**src/rtl/iir_cascade_seq_pkg.sv**
```systemverilog
`default_nettype none
// ============================================================================
// Module   : iir_cascade_seq_pkg
// Purpose  : Shared constants for the sequential biquad cascade: default
//            widths, coefficient slot indices and FSM state encodings.
// Revision : 1.0 - initial release
// ============================================================================
package iir_cascade_seq_pkg;

    localparam int c_W_DEFAULT = 24;
    localparam int c_F_DEFAULT = 16;
    localparam int c_NCOEF     = 5;

    localparam int c_IDX_B0 = 0;
    localparam int c_IDX_B1 = 1;
    localparam int c_IDX_B2 = 2;
    localparam int c_IDX_A1 = 3;
    localparam int c_IDX_A2 = 4;

    localparam logic [1:0] c_S_IDLE = 2'd0;
    localparam logic [1:0] c_S_MAC  = 2'd1;
    localparam logic [1:0] c_S_UPD  = 2'd2;
    localparam logic [1:0] c_S_DONE = 2'd3;

    // True for the b0 slot of any section; those reset to unity gain.
    function automatic bit is_b0_slot(input int addr);
        return (addr % c_NCOEF) == c_IDX_B0;
    endfunction

endpackage
`default_nettype wire

```
**src/rtl/iir_cascade_seq_mac_unit.sv**
```systemverilog
`default_nettype none
// ============================================================================
// Module   : iir_cascade_seq_mac_unit
// Purpose  : Shared multiply-accumulate for the biquad cascade. Holds the
//            accumulator, scales by F and fits the result to W bits
//            (clamp when IIR_SEQ_SAT_EN is defined, wrap otherwise).
// Revision : 1.0 - initial release
// ============================================================================
module iir_cascade_seq_mac_unit #(
    parameter int W = 24,
    parameter int F = 16
) (
    input  logic         clk,
    input  logic         reset_n,
    input  logic         clr,
    input  logic         en,
    input  logic         load,
    input  logic [W-1:0] coef,
    input  logic [W-1:0] data,
    output logic [W-1:0] result,
    output logic         clamp
);

    localparam int c_AW = 2 * W + 3;

    logic signed [2*W-1:0]  w_prod;
    logic signed [c_AW-1:0] w_prod_ext;
    logic signed [c_AW-1:0] w_shift;
    logic signed [c_AW-1:0] r_acc;

    assign w_prod     = $signed(coef) * $signed(data);
    assign w_prod_ext = {{3{w_prod[2*W-1]}}, w_prod};
    assign w_shift    = r_acc >>> F;

    always_ff @(posedge clk) begin
        if (!reset_n || clr) begin
            r_acc <= '0;
        end else if (en) begin
            r_acc <= load ? w_prod_ext : (r_acc + w_prod_ext);
        end
    end

`ifdef IIR_SEQ_SAT_EN
    localparam logic signed [c_AW-1:0] c_MAX = {{(c_AW-W+1){1'b0}}, {(W-1){1'b1}}};
    localparam logic signed [c_AW-1:0] c_MIN = {{(c_AW-W+1){1'b1}}, {(W-1){1'b0}}};

    always_comb begin
        result = w_shift[W-1:0];
        clamp  = 1'b0;
        if (w_shift > c_MAX) begin
            result = c_MAX[W-1:0];
            clamp  = 1'b1;
        end else if (w_shift < c_MIN) begin
            result = c_MIN[W-1:0];
            clamp  = 1'b1;
        end
    end
`else
    logic w_unused_hi;

    assign result      = w_shift[W-1:0];
    assign clamp       = 1'b0;
    assign w_unused_hi = ^w_shift[c_AW-1:W];
`endif

endmodule
`default_nettype wire

```
**src/rtl/iir_cascade_seq.sv**
```systemverilog
`default_nettype none
// ============================================================================
// Module   : iir_cascade_seq
// Purpose  : NSEC Direct-Form-I biquads time-shared on one MAC, one product
//            per cycle, runtime-loadable coefficient bank. Result clamping is
//            enabled by defining IIR_SEQ_SAT_EN.
// Revision : 1.0 - initial release
// ============================================================================
module iir_cascade_seq
    import iir_cascade_seq_pkg::*;
#(
    parameter int W    = c_W_DEFAULT,
    parameter int F    = c_F_DEFAULT,
    parameter int NSEC = 2
) (
    input  logic                            clk,
    input  logic                            reset_n,
    input  logic                            coef_we,
    input  logic [$clog2(c_NCOEF*NSEC)-1:0] coef_addr,
    input  logic [W-1:0]                    coef_wdata,
    input  logic                            clear_state,
    input  logic                            start,
    input  logic [W-1:0]                    x_in,
    output logic                            busy,
    output logic                            done,
    output logic [W-1:0]                    y_out,
    output logic                            overrun,
    output logic                            sat_flag
);

    localparam int c_NCOEF_TOT = c_NCOEF * NSEC;
    localparam int c_AW        = $clog2(c_NCOEF_TOT);
    localparam int c_SW        = (NSEC > 1) ? $clog2(NSEC) : 1;
    localparam logic [W-1:0] c_ONE = W'(1) << F;

    logic [1:0]      r_state, w_next;
    logic [2:0]      r_step;
    logic [c_SW-1:0] r_sec;

    logic [W-1:0] r_coef [c_NCOEF_TOT];
    logic [W-1:0] r_x1 [NSEC];
    logic [W-1:0] r_x2 [NSEC];
    logic [W-1:0] r_y1 [NSEC];
    logic [W-1:0] r_y2 [NSEC];
    logic [W-1:0] r_xcur;
    logic [W-1:0] r_y_out;
    logic         r_done, r_overrun, r_sat;

    logic            w_accept, w_mac_en, w_mac_load, w_upd, w_finish;
    logic            w_last_sec, w_coef_wr;
    logic [c_AW-1:0] w_cidx;
    logic [W-1:0]    w_coef, w_data, w_result;
    logic            w_clamp;

    assign w_last_sec = (r_sec == c_SW'(NSEC - 1));
    assign w_cidx     = c_AW'(int'(r_sec) * c_NCOEF + int'(r_step));
    assign w_coef     = r_coef[w_cidx];
    assign w_coef_wr  = (r_state == c_S_IDLE) && coef_we &&
                        (32'(coef_addr) < c_NCOEF_TOT);

    always_comb begin
        w_data = r_xcur;
        case (r_step)
            3'd1:    w_data = r_x1[r_sec];
            3'd2:    w_data = r_x2[r_sec];
            3'd3:    w_data = r_y1[r_sec];
            3'd4:    w_data = r_y2[r_sec];
            default: w_data = r_xcur;
        endcase
    end

    // Next-state and per-cycle controls; clear_state overrides everything.
    always_comb begin
        w_next     = r_state;
        w_accept   = 1'b0;
        w_mac_en   = 1'b0;
        w_mac_load = 1'b0;
        w_upd      = 1'b0;
        w_finish   = 1'b0;
        if (clear_state) begin
            w_next = c_S_IDLE;
        end else begin
            case (r_state)
                c_S_IDLE: begin
                    if (start && !r_done) begin
                        w_accept = 1'b1;
                        w_next   = c_S_MAC;
                    end
                end
                c_S_MAC: begin
                    w_mac_en   = 1'b1;
                    w_mac_load = (r_step == 3'd0);
                    if (r_step == 3'd4) begin
                        w_next = c_S_UPD;
                    end
                end
                c_S_UPD: begin
                    w_upd  = 1'b1;
                    w_next = w_last_sec ? c_S_DONE : c_S_MAC;
                end
                c_S_DONE: begin
                    w_finish = 1'b1;
                    w_next   = c_S_IDLE;
                end
                default: w_next = c_S_IDLE;
            endcase
        end
    end

    always_ff @(posedge clk) begin
        if (!reset_n) begin
            r_state <= c_S_IDLE;
        end else begin
            r_state <= w_next;
        end
    end

    always_ff @(posedge clk) begin
        if (!reset_n || clear_state || w_accept) begin
            r_step <= '0;
            r_sec  <= '0;
        end else if (w_mac_en) begin
            r_step <= (r_step == 3'd4) ? 3'd0 : (r_step + 3'd1);
        end else if (w_upd) begin
            r_sec <= r_sec + c_SW'(1);
        end
    end

    always_ff @(posedge clk) begin
        if (!reset_n) begin
            for (int i = 0; i < c_NCOEF_TOT; i++) begin
                r_coef[i] <= is_b0_slot(i) ? c_ONE : '0;
            end
        end else if (w_coef_wr) begin
            r_coef[coef_addr] <= coef_wdata;
        end
    end

    // The section result becomes both its own y1 and the next section's input.
    always_ff @(posedge clk) begin
        if (!reset_n || clear_state) begin
            for (int s = 0; s < NSEC; s++) begin
                r_x1[s] <= '0;
                r_x2[s] <= '0;
                r_y1[s] <= '0;
                r_y2[s] <= '0;
            end
            r_xcur <= '0;
        end else begin
            if (w_accept) begin
                r_xcur <= x_in;
            end
            if (w_upd) begin
                for (int s = 0; s < NSEC; s++) begin
                    if (r_sec == c_SW'(s)) begin
                        r_x2[s] <= r_x1[s];
                        r_x1[s] <= r_xcur;
                        r_y2[s] <= r_y1[s];
                        r_y1[s] <= w_result;
                    end
                end
                r_xcur <= w_result;
            end
        end
    end

    always_ff @(posedge clk) begin
        if (!reset_n) begin
            r_y_out   <= '0;
            r_done    <= 1'b0;
            r_overrun <= 1'b0;
            r_sat     <= 1'b0;
        end else begin
            r_done <= w_finish;
            if (w_finish) begin
                r_y_out <= r_xcur;
            end
            if (start && !clear_state && ((r_state != c_S_IDLE) || r_done)) begin
                r_overrun <= 1'b1;
            end
            if (w_upd && w_clamp) begin
                r_sat <= 1'b1;
            end
        end
    end

    iir_cascade_seq_mac_unit #(
        .W (W),
        .F (F)
    ) u_mac (
        .clk     (clk),
        .reset_n (reset_n),
        .clr     (clear_state),
        .en      (w_mac_en),
        .load    (w_mac_load),
        .coef    (w_coef),
        .data    (w_data),
        .result  (w_result),
        .clamp   (w_clamp)
    );

    assign busy     = (r_state != c_S_IDLE);
    assign done     = r_done;
    assign y_out    = r_y_out;
    assign overrun  = r_overrun;
    assign sat_flag = r_sat;

endmodule
`default_nettype wire
```
**config.mk**
```make
export PLATFORM = sky130hd
export DESIGN_NAME = iir_cascade_seq
export DESIGN_NICKNAME = d
export VERILOG_FILES = /design/src/rtl/iir_cascade_seq_pkg.sv /design/src/rtl/iir_cascade_seq_mac_unit.sv /design/src/rtl/iir_cascade_seq.sv
export SDC_FILE = /design/constraint.sdc
export NUM_CORES = 2
export LEC_CHECK = 0
export CORE_ASPECT_RATIO = 0.5
export CORE_MARGIN = 3
export CORE_UTILIZATION = 45
export DETAILED_ROUTE_END_ITERATION = 6
export GPL_TIMING_DRIVEN = 0
export MAX_ROUTING_LAYER = met4
export PLACE_DENSITY = 0.58
export SLEW_MARGIN = 5
export SYNTH_ARGS = -nofsm -noshare
export SYNTH_HDL_FRONTEND = slang
export SYNTH_HIERARCHICAL = 1
export SYNTH_SLANG_ARGS = --single-unit
```
**constraint.sdc**
```tcl
create_clock -name clk -period 14.88 [get_ports clk]
set_input_delay 2.976 -clock clk [delete_from_list [all_inputs] [get_ports clk]]
set_output_delay 2.976 -clock clk [all_outputs]
set_load 0.01 [all_outputs]
```
# Yosys cells after proc, flatten, opt, wreduce, memory -nomap -nowiden
# Memories as Yosys holds them, arrays and structs flattened. A register that Yosys moved wholly into a read port is not among the register bits.
# Index checks and enable logic that the tools add are counted.
[op_classes]
n_mul = 2
n_bitwise = 10
eq_ne = 9
reduce_logical = 19
muxes = 53
add_sub_neg = 4
magnitude_cmp = 1
[ops]
columns = ["cell", "count"]
rows = [
  ["$mux W24", 11],
  ["$pmux W24 S4", 1],
  ["$add A51 B48 Y51", 1],
  ["$mux W51", 1],
  ["$mul A24 B24 Y48", 1],
  ["$mux W1", 34],
  ["$reduce_or A24 Y1", 1],
  ["$or A1 B1 Y1", 8],
  ["$pmux W2 S4", 1],
  ["$eq A3 B2 Y1 const B", 2],
  ["$mux W2", 3],
  ["$logic_and A1 B1 Y1", 5],
  ["$add A4 B3 Y4", 1],
  ["$eq A2 B2 Y1 const B", 2],
  ["$lt A4 B4 Y1 const B", 1],
  ["$mul A1 B3 Y4 const B", 1],
  ["$mux W4", 1],
  ["$reduce_and A2 Y1", 2],
  ["$reduce_bool A2 Y1", 2],
  ["$add A3 B1 Y3 const B", 1],
  ["$eq A3 B1 Y1 const B", 1],
  ["$eq A3 B3 Y1 const B", 1],
  ["$logic_not A1 Y1", 3],
  ["$logic_not A3 Y1", 1],
  ["other kinds (9)", 12],
]
[word_totals]
ram_bits = 432
ff_bits = 107
elab_cells = 111
out_inout_bits = 28
in_bits = 57
n_memories = 5
[mem_list]
columns = ["memory", "words", "width", "rd", "rd_clocked_by_memory_dff", "wr", "line", "rtl"]
rows = [
  ["r_coef", 10, 24, 1, 0, 10, "iir_cascade_seq.sv:40", "logic [W-1:0] r_coef [c_NCOEF_TOT];"],
  ["r_x1", 2, 24, 3, 1, 2, "iir_cascade_seq.sv:41", "logic [W-1:0] r_x1 [NSEC];"],
  ["r_x2", 2, 24, 1, 1, 2, "iir_cascade_seq.sv:42", "logic [W-1:0] r_x2 [NSEC];"],
  ["r_y1", 2, 24, 3, 1, 2, "iir_cascade_seq.sv:43", "logic [W-1:0] r_y1 [NSEC];"],
  ["r_y2", 2, 24, 1, 1, 2, "iir_cascade_seq.sv:44", "logic [W-1:0] r_y2 [NSEC];"],
]

# Longest topological paths before layout
[depth]
ltp_word = 8
depth_mapped = 47
mapped_depth_nobuf = 43

# Cells and area by module
# Netlist, hierarchy kept.
[by_module_without_submodules]
columns = ["mod", "area_per_inst_um2", "n_inst", "seq_area_each_um2", "cells_each"]
rows = [
  ["iir_cascade_seq", 26824.5, 1, 18457.7, 1807],
  ["iir_cascade_seq_mac_unit", 22300.1, 1, 800.8, 2538],
]

# Worst setup path before layout
# OpenSTA, ideal clock, no wires.
[synth_path]
path_kind = "input port to flip-flop"
from = "input port clear_state"
to = "memory r_x1[0][0] (enable)"
required_ns = 14.187
stages = 2
setup_time_ns = 0.693
n_path_buf = 1
t_arrival_ns = 10.256
path_slack_ns = 3.931
cell_sequence = "clkbuf_1 > o31ai_1"
[synth_lines]
columns = ["item", "line", "rtl"]
rows = [
  ["from (decl)", "iir_cascade_seq.sv:21", "input logic clear_state,"],
  ["to (decl)", "iir_cascade_seq.sv:41", ""],
]

# Final worst setup path
[layout_path]
from = "register r_sec"
to = "register u_mac.r_acc[39]"
[layout_via]
elab_chain_cells = 6
[layout_rtl]
columns = ["item", "line", "rtl"]
rows = [
  ["from (decl)", "iir_cascade_seq.sv:38", "logic [c_SW-1:0] r_sec;"],
  ["from (signal assigned)", "iir_cascade_seq.sv:125", "r_sec <= r_sec + c_SW'(1);"],
  ["$mul A1 B3 Y4 *", "iir_cascade_seq.sv:56", "assign w_cidx = c_AW'(int'(r_sec) * c_NCOEF + int'(r_step));"],
  ["$add A4 B3 Y4 *", "iir_cascade_seq.sv:56", ""],
  ["$mem_v2 Z10 W24 *", "n/a", ""],
  ["via w_coef[8]", "iir_cascade_seq.sv:52", "logic [W-1:0] w_coef, w_data, w_result;"],
  ["$mul A24 B24 Y48 *", "iir_cascade_seq_mac_unit.sv:31", "assign w_prod = $signed(coef) * $signed(data);"],
  ["$add A51 B48 Y51", "iir_cascade_seq_mac_unit.sv:39", "r_acc <= load ? w_prod_ext : (r_acc + w_prod_ext);"],
  ["$mux W51 *", "iir_cascade_seq_mac_unit.sv:39", ""],
  ["to (signal assigned)", "iir_cascade_seq_mac_unit.sv:39", ""],
  ["to (decl)", "iir_cascade_seq_mac_unit.sv:29", "logic signed [c_AW-1:0] r_acc;"],
]
# Mark *: on every way through the listed nets, which the timed path passes. The rest lies on a longest branch.
# A chain may end at the register's enable or synchronous reset.

==> results by group <==
Run status
  • Status: finished, final reports clean

Logic synthesis
  • Cells after Synth: about 4,300
  • Syn Area/Cell: ~11 um^2
  • Synth top area cells: edfxtp_1, fa_1, and2_1
  • Sequential element share of the synthesized area: between 30% and 40%
  • Async set-reset flop share out of synthesis: 0%
  • Ys Warns: 6
  • Netlist Area Pre-Place: approximately 49,000 um^2
  • Post-synth EDFFs: 576
  • Post-synth top area share: between 30% and 40%
  • Synth unique cells: 90
  • Most instantiated library cell after synthesis: inv_1
  • Seq cells post-synth: 674
  • Top FF cell, synth: edfxtp_1
  • Top cell types by occurrence after synthesis: inv_1, edfxtp_1, fa_1
  • Biggest area consumer among synthesized cells: edfxtp_1

Timing
  • Unrepaired setup endpoints after global routing: no
  • Final worst setup slack: 0.812 ns
  • Setup Viol. Count Final: 0
  • Min cycle time layout: approximately 14 ns
  • Final number of hold-violating endpoints: 0
  • Worst slew pin tran: 1.45 ns
  • FMAX: 0.0711 GHz
  • Fin crit share: around 95%
  • Final Max Tran Viols: 0
  • Worst Skew: a little under 0.04 ns
  • Rel. slew slack: ~3.5%

Floorplanning
  • Io pins: 85
  • Chip height: around 240 um
  • Die Span X: roughly 470 um
  • Die footprint: ~110,000 um^2
  • Row cnt: 84
  • Core area: 107,000 um^2
  • Initial core utilization: 46.0%

Finish
  • Layout fillers: between 9,000 and 10,000
  • Non-Filler Instances: a little over 6,000
  • Share of cells above drive strength 1: 7.29%
  • Synthesis-to-layout area growth: 11.2%
  • Final nets: roughly 5,400

Critical path
  • Slowest cell on the critical path: xor2_1
  • WP buf/inv: 7
  • Startpoint types: register
  • Crit path max-delay family: adder cells
  • Highest cell delay on the worst timing path: 1.07 ns
  • Path depth of the worst reg2reg path: 41
  • Worst Path Max Fanout: 10
  • Flop2flop setup slack: roughly 0.8 ns
  • R2R Path End: u_mac/r_acc[39]
  • Kind of critical path: register to register
  • CP required: 15.37 ns
  • CP dominant cell by count: fa_1
  • Crit end category: register
  • Worst EP arrival: roughly 15 ns
  • Worst reg2reg path startpoint: r_sec

Hold path
  • Min-delay src: y_out[17]
  • Hold crit path type: register to register
  • Hold Path Depth: 2
  • Hold Path End: y_out[17]

Global route
  • Grt ovf: 0
  • Vias in the first global route: around 35,000
  • Total track usage: between 20% and 30%
  • First-pass GRT wire length: 219,000 um
  • Largest net degree at the start of global routing: 40
  • Initial antenna violation count: 4

Placed design
  • HPWL Detailed: between 100,000 and 150,000 um
  • Dpl cells: around 6,000
  • Place WS: slightly above 1 ns
  • GP Congestion: 1.00
  • Port Buffers: between 80 and 90

Power and ir drop
  • P per Cell Area: around 97 nW/um^2
  • Tot Pwr: roughly 5300 uW
  • Pleak: approximately 0.022 uW
  • Max IR drop VDD: a little over 0.08 mV

Clock network
  • Clk Latency, worst-skew pair: about 0.67 ns
  • CTS max path bufs: 3
  • CTS buffer count: between 60 and 70
  • PostCTS Resize Cnt: 0
  • CTS tree: built
  • Cts hold-fix bufs: 0
  • H-tree depth: 3
  • Reg clk slew, reported paths: around 0.06 ns
  • Post-CTS Setup Bufs: 0
  • Clk Tree Root Cell: clkbuf_16
  • Clk sinks: between 600 and 700

Routing
  • Pre-Repair DR Iteration Count: 5
  • Via count: around 33,000
  • Routed Antenna Nets: 0
  • Total Wirelength: 147,000 um
  • # DRC: 0
  • Iteration-0 DRC Markers: approximately 2,500
  • Vias per cell: ~5.4
  • WL/cell: 24.0 um

Run
  • Max cap viols: 0
## state kept, by name, summed over array words and instances, names as in the netlist, 2 cells and up, named ones only
signal,flops
r_step,3
r_coef,384
r_x2,48
r_xcur,24
r_state,2
y_out,24
r_y2,48
u_mac/r_acc,40
r_y1,48
r_x1,48
## report_power, final
part	internal [uW]	total, uW	switching [uW]
logic	532	1460	927
registers	2120	2150	25.6
clock network	927	1690	760
total	3580	5300	1710
## how the worst max path moves through the flow
| stage | slack, ns | from | depth (start not counted) | to |
|---|---|---|---|---|
| after CTS | 0.96 | r_sec | 41 | u_mac/r_acc[39] |
| after floorplan | 3.93 | clear_state | 2 | r_x1[0][0] |
| after global routing | 0.41 | r_sec | 41 | u_mac/r_acc[39] |
| final | 0.81 | r_sec | 41 | u_mac/r_acc[39] |
| after detailed placement | 1.04 | r_sec | 41 | u_mac/r_acc[39] |
| after global placement | -1.53 | clear_state | 3 | r_x2[0][5] |
## cells in the final DEF, fill, tap and decap left out, drive strengths merged, types with 7 or more instances in the layout
| cell type | netlist | layout |
|---|---|---|
| inv | 589 | 596 |
| nand3 | 17 | 17 |
| clkinv | 0 | 16 |
| conb | 2 | 145 |
| and2 | 421 | 421 |
| xnor2 | 64 | 64 |
| a31oi | 8 | 8 |
| o21ai | 72 | 72 |
| clkdlybuf4s50 | 0 | 83 |
| o211ai | 11 | 11 |
| a21o | 28 | 28 |
| mux2i | 124 | 124 |
| nand2b | 24 | 24 |
| buf | 81 | 92 |
| a211oi | 92 | 92 |
| and3 | 9 | 9 |
| a21oi | 149 | 149 |
| edfxtp | 576 | 576 |
| a21boi | 26 | 26 |
| o22ai | 25 | 25 |
| mux2 | 24 | 24 |
| clkbuf | 179 | 273 |
| mux4 | 96 | 96 |
| nand2 | 402 | 402 |
| o21a | 9 | 9 |
| xor2 | 28 | 28 |
| nor2 | 355 | 355 |
| dfxtp | 98 | 98 |
| ha | 172 | 172 |
| nor2b | 46 | 46 |
| nor3 | 21 | 21 |
| o21bai | 7 | 7 |
| fa | 517 | 517 |
## cells by family after synthesis
family | share of synthesized area, %
compound gates | 6.24
xor+xnor | 1.66
fa+ha+maj | 25.4
buf+inv | 6.82
flops | 39.2
mux | 7.48
other cells | 0.0153
simple gates | 13.1
## routing by layer
metal	vias to the layer above	share of wire, %	routed length, um	track usage [%]
met2	1063	47	69400	43.6
met4	0	3.6	5350	9.06
met5	-	0	0	-
li1	14765	-	-	-
met1	16890	42	61400	34.3
met3	249	7.4	10900	5.57
## area by class of cell
cell class                      instances  area [um^2]  area share (%)
Multi-Input combinational cell       2965        27100            49.7
Sequential cell                       674        19300            35.3
Inverter                              589         2210            4.05
Clock buffer                           94         1850            3.38
Tap cell                             1419         1780            3.25
Buffer                                260         1140            2.08
Timing Repair Buffer                   94         1010            1.84
Clock inverter                         27          250           0.458
Antenna cell                            2         5.00         0.00916
## worst reg2reg max path: cells and delay by family, from the launching register on
kind,cells,cell delay (ns)
flip-flops,1,0.50
AO/OA/AOI/OAI,15,4.63
multiplexers,3,0.74
adder cells (fa/ha/maj),11,4.72
XOR/XNOR,2,1.29
buffers and inverters,7,1.68
AND/OR/NAND/NOR,3,0.38
## stage by stage
stage | utilization (%) | setup TNS [ns] | hold WS, ns | area [um^2]
final | 51.2 | 0 | 0.467 | 54600
after global routing | 51.2 | 0 | 0.492 | 54600
after CTS | 51.2 | 0 | 0.469 | 54600
after detailed placement | 49.2 | 0 | 0.461 | 52500
after global placement | 49.0 | -146.08 | 0.458 | 52300
after floorplan | - | 0 | 0.460 | 49700
Power figures use the tool's default switching activity.
